File: config.mk
export PLATFORM = sky130hd
export DESIGN_NAME = ibex_ex_ctrl
export DESIGN_NICKNAME = d
export VERILOG_FILES = /design/src/rtl/ibex_ex_ctrl.sv
export SDC_FILE = /design/constraint.sdc
export NUM_CORES = 1
export LEC_CHECK = 0
export CORE_MARGIN = 10
export CORE_UTILIZATION = 41
export DETAILED_ROUTE_END_ITERATION = 8
export PLACE_DENSITY = 0.87
export SLEW_MARGIN = 10
export SYNTH_ARGS = -nofsm -noshare
export SYNTH_HDL_FRONTEND = slang
export SYNTH_SLANG_ARGS = --single-unit
File: constraint.sdc
create_clock -name clk_i -period 2.25 [get_ports clk_i]
set_clock_uncertainty 0.2 [all_clocks]
set_input_delay 0.3375 -clock clk_i [delete_from_list [all_inputs] [get_ports clk_i]]
set_output_delay 0.3375 -clock clk_i [all_outputs]
set_load 0.03 [all_outputs]
File: src/rtl/ibex_ex_ctrl.sv
// Execute-stage controller: takes one decoded instruction at a time, steers the EX units,
// holds the multdiv intermediate registers and drives a registered writeback port.
package ibex_pkg;
  typedef enum integer {
    RV32MNone        = 0,
    RV32MSlow        = 1,
    RV32MFast        = 2,
    RV32MSingleCycle = 3
  } rv32m_e;

  typedef enum integer {
    RV32FNone   = 0,
    RV32Fbfloat = 1
  } rv32f_e;
endpackage

module ibex_ex_ctrl #(
  parameter ibex_pkg::rv32m_e RV32M = ibex_pkg::RV32MFast,
  parameter ibex_pkg::rv32f_e RV32F = ibex_pkg::RV32FNone
) (
  input  logic        clk_i,
  input  logic        rst_ni,

  input  logic        instr_valid_i,
  output logic        instr_ready_o,
  input  logic [1:0]  instr_kind_i,
  input  logic        rf_we_dec_i,
  input  logic [4:0]  rf_waddr_dec_i,
  input  logic        kill_i,
  input  logic        wb_stall_i,

  output logic        mult_en_o,
  output logic        div_en_o,
  output logic        mult_sel_o,
  output logic        div_sel_o,
  output logic        fp_sel_o,
  output logic        alu_instr_first_cycle_o,
  output logic        multdiv_ready_id_o,

  input  logic        ex_valid_i,
  input  logic [31:0] result_ex_i,
  input  logic [1:0]  imd_val_we_i,
  input  logic [33:0] imd_val_d_i [2],
  output logic [33:0] imd_val_q_o [2],

  output logic        rf_we_o,
  output logic [4:0]  rf_waddr_o,
  output logic [31:0] rf_wdata_o
);

  localparam bit MultDivEn = (RV32M != ibex_pkg::RV32MNone);
  localparam bit FpEn      = (RV32F != ibex_pkg::RV32FNone);

  typedef enum logic {StIdle, StExec} state_e;

  localparam logic [1:0] KindMul = 2'd1;
  localparam logic [1:0] KindDiv = 2'd2;
  localparam logic [1:0] KindFp  = 2'd3;

  state_e      state_q, state_d;
  logic [1:0]  kind_q;
  logic        we_q;
  logic [4:0]  waddr_q;
  logic        first_q;
  logic [33:0] imd_q [2];
  logic        rf_we_q;
  logic [4:0]  rf_waddr_q;
  logic [31:0] rf_wdata_q;

  logic in_exec;
  logic complete;
  logic accept;

  assign in_exec  = (state_q == StExec);
  // Kill outranks a coincident ex_valid_i; a held writeback port delays completion.
  assign complete = in_exec & ex_valid_i & ~wb_stall_i & ~kill_i;
  assign instr_ready_o = ~in_exec | complete;
  assign accept   = instr_valid_i & instr_ready_o;

  always_comb begin
    state_d = state_q;
    if (accept) begin
      state_d = StExec;
    end else if (in_exec && (complete || kill_i)) begin
      state_d = StIdle;
    end
  end

  always_ff @(posedge clk_i or negedge rst_ni) begin
    if (!rst_ni) begin
      state_q    <= StIdle;
      kind_q     <= 2'd0;
      we_q       <= 1'b0;
      waddr_q    <= 5'd0;
      first_q    <= 1'b0;
      imd_q[0]   <= 34'd0;
      imd_q[1]   <= 34'd0;
      rf_we_q    <= 1'b0;
      rf_waddr_q <= 5'd0;
      rf_wdata_q <= 32'd0;
    end else begin
      state_q <= state_d;
      first_q <= accept;
      if (accept) begin
        kind_q  <= instr_kind_i;
        we_q    <= rf_we_dec_i;
        waddr_q <= rf_waddr_dec_i;
      end
      for (int k = 0; k < 2; k++) begin
        if (accept || kill_i) begin
          imd_q[k] <= 34'd0;
        end else if (in_exec && imd_val_we_i[k]) begin
          imd_q[k] <= imd_val_d_i[k];
        end
      end
      rf_we_q <= 1'b0;
      if (complete) begin
        rf_we_q    <= we_q & (waddr_q != 5'd0);
        rf_waddr_q <= waddr_q;
        rf_wdata_q <= result_ex_i;
      end
    end
  end

  // Unsupported extensions fall back to plain ALU completion: selects stay low.
  always_comb begin
    mult_sel_o = 1'b0;
    div_sel_o  = 1'b0;
    fp_sel_o   = 1'b0;
    if (in_exec) begin
      mult_sel_o = MultDivEn & (kind_q == KindMul);
      div_sel_o  = MultDivEn & (kind_q == KindDiv);
      fp_sel_o   = FpEn & (kind_q == KindFp);
    end
  end

  assign mult_en_o               = mult_sel_o & ~kill_i;
  assign div_en_o                = div_sel_o & ~kill_i;
  assign alu_instr_first_cycle_o = first_q;
  assign multdiv_ready_id_o      = in_exec & ~wb_stall_i;
  assign imd_val_q_o[0]          = imd_q[0];
  assign imd_val_q_o[1]          = imd_q[1];
  assign rf_we_o                 = rf_we_q;
  assign rf_waddr_o              = rf_waddr_q;
  assign rf_wdata_o              = rf_wdata_q;

endmodule
==> metrics.cfg <==
[synth]
yosysSeqAreaShare_pct=60.2
synth_top_area_cell=dfrtp_1
ys_warn_count=0
synth_commonest_cells=dfrtp_1, nor3_1, mux2i_1, mux2_2, mux2_4
ys_ff_latch=116
syn_area_um2=4820
syn_inst=344
synth_cell_types=26
async_flop_share_pct=100
ys_top_cells_by_area=dfrtp_1, mux2i_1, nor3_1
synth.most_common_cell=dfrtp_1
synth_edf_count=0
syn-num-nets=460
syn_area_per_cell_um2=14.0
synth-main-ff-cell=dfrtp_1
synth_top_area_share_pct=60.2

[clock_network]
numCtsBuffers=17
h-tree-depth=4
clkLatencyLatePin_ns=0.40
clock_path_buffers=2
clk_pin_slew_worst_paths_ns=0.05
cts_tree=done
clkSinkCount=116
clockRootBuffer=clkbuf_16

[layout]
nNetsFinal=694
area_growth_pct=62.5
fillers=854
drive_gt1_share_pct=16.9
final_area_um2=7840
num_antenna_cells=0

[route]
dr.first_iter.drc_count=145
ant_nets=0
avgViaCountPerCell=5.02
routed_wirelength_um=14700
drt_pre_antenna_iters=4
wl_per_cell_um=20.1
vias=3688
drc=0

[sta]
maxSlewViolCount=0
tns_ns=0
finalHoldViolCount=0
fmax_mhz=469
maxSlewHeadroom_pct=52.8
finalCriticalPeriod_ns=2.13
period_share_pct=94.7
fin_ws_ns=0.118
setup_violations=0
grt_setup_unrepaired=no
tightest_slew_ns=0.707

[critical_path]
cp_common_cell=buf_4
path_max_fanout=6
worstSetupStartpointType=flip-flop
crit_type=reg2out
end_kind=output pin
slowest_delay_ns=0.41
crit_arrival_ns=1.59
critPathBufInv=3
crit_chain=inv_1 > buf_4 > nor3b_2 > nor2b_1 > buf_4
critical_path.top_delay_family=flip-flops
cp_slowest_cell=dfrtp_2
cp.required_ns=1.71

[place]
gp_congestion=0.742
portBuffers=228
dpl_cell_area_um2=7280
dp_hpwl_um=11100
pre_cts_ws_ns=0.126

[hold_path]
hold_path_class=in2reg

[floorplan]
start_util_pct=42.0
core_um2=11500
rows=39
die-area_um2=16500
die_width_um=128
io-pin-count=230
die_y_um=128

[grt]
antenna_found_initial=0
track_usage_pct=17.5
grt_max_degree=69
grt_pass1_wl_um=22900
first_global_vias=4136
overflow=0

[flow_run]
drv_cap=0

[outcome]
status=finished, final reports clean

[pwr]
ir_worst_vdd_uv=609
p_per_area_nw_per_um2=910
leakage_nw=3.63

-- repair_timing --
action	in CTS	in global routing
gates resized for setup	3	0
endpoints found under the setup margin	3	1
setup buffers	0	1
hold buffers	1	0
endpoints found under the hold margin	116	0
-- power by group --
| part | total (mW) | switching (mW) | internal (mW) |
|---|---|---|---|
| registers | 2.58 | 0.193 | 2.39 |
| logic | 2.09 | 1.06 | 1.03 |
| clock network | 2.45 | 0.919 | 1.53 |
-- placed cells by master (no fill, tap or decap), drive strengths merged, types with 2 or more instances in the layout --
cell type      count
a21oi              2
buf               19
clkbuf            21
clkdlybuf4s50    220
clkinv             9
dfrtp            116
dlygate4sd2        2
inv                2
mux2              45
mux2i             68
nand2              3
nor2               2
nor3              69
o21ai              2
-- path summary, 6_finish.rpt --
check	endpoint	cells past startpoint	from	slack, ns
worst max-delay path	mult_en_o	5	in_exec	0.12
worst min-delay path	in_exec	2	kill_i	0.005
worst max register to register	imd_val_q_o[54]	6	in_exec	0.40
worst min register to register	rf_wdata_o[1]	1	rf_wdata_o[1]	0.30
max in group asynchronous	in_exec	3	rst_ni	1.24
min in group asynchronous	imd_val_q_o[53]	3	rst_ni	0.28
-- cell families (layout without fill, tap and decap cells) --
logic type	Yosys count	count (layout)	share of synthesized area, %
compound gates	6	6	1.01
buf+inv	29	276	4.05
flops	116	116	60.2
mux	113	113	26.1
other cells	1	1	0.0778
simple gates	79	79	8.54
-- final cells by class --
cell class / count / area, um2 / area share, %
Clock buffer: 21 / 450 / 5.75
Timing Repair Buffer: 242 / 2470 / 31.5
Tap cell: 143 / 179 / 2.28
Multi-Input combinational cell: 199 / 1740 / 22.2
Inverter: 2 / 7.51 / 0.0958
Clock inverter: 11 / 86.3 / 1.10
Sequential cell: 116 / 2900 / 37.1
-- stage by stage --
step                power [mW]  util [%]  std cells  hold slack [ns]
floorplan                 3.71         -        344           -0.158
global placement          4.67      63.5        700            0.163
detailed placement        4.72      63.5        700            0.172
CTS                       7.20      68.3        733          0.00135
global route              7.41      68.3        734           0.0102
finish                    7.13      68.3        734          0.00501
-- layer usage --
metal / track usage, % / wire length [um]
met4: 5.83 / 201
met2: 29.6 / 7490
met3: 7.39 / 1320
met1: 19.4 / 5740
met5: 0 / 0
-- sequential cells by signal (all words and copies together), names as in the netlist --
name,count
kind_q,2
rf_we_o,1
rf_waddr_o,5
alu_instr_first_cycle_o,1
we_q,1
in_exec,1
waddr_q,5
imd_val_q_o,68
rf_wdata_o,32
(Power assumes the default switching activity.)
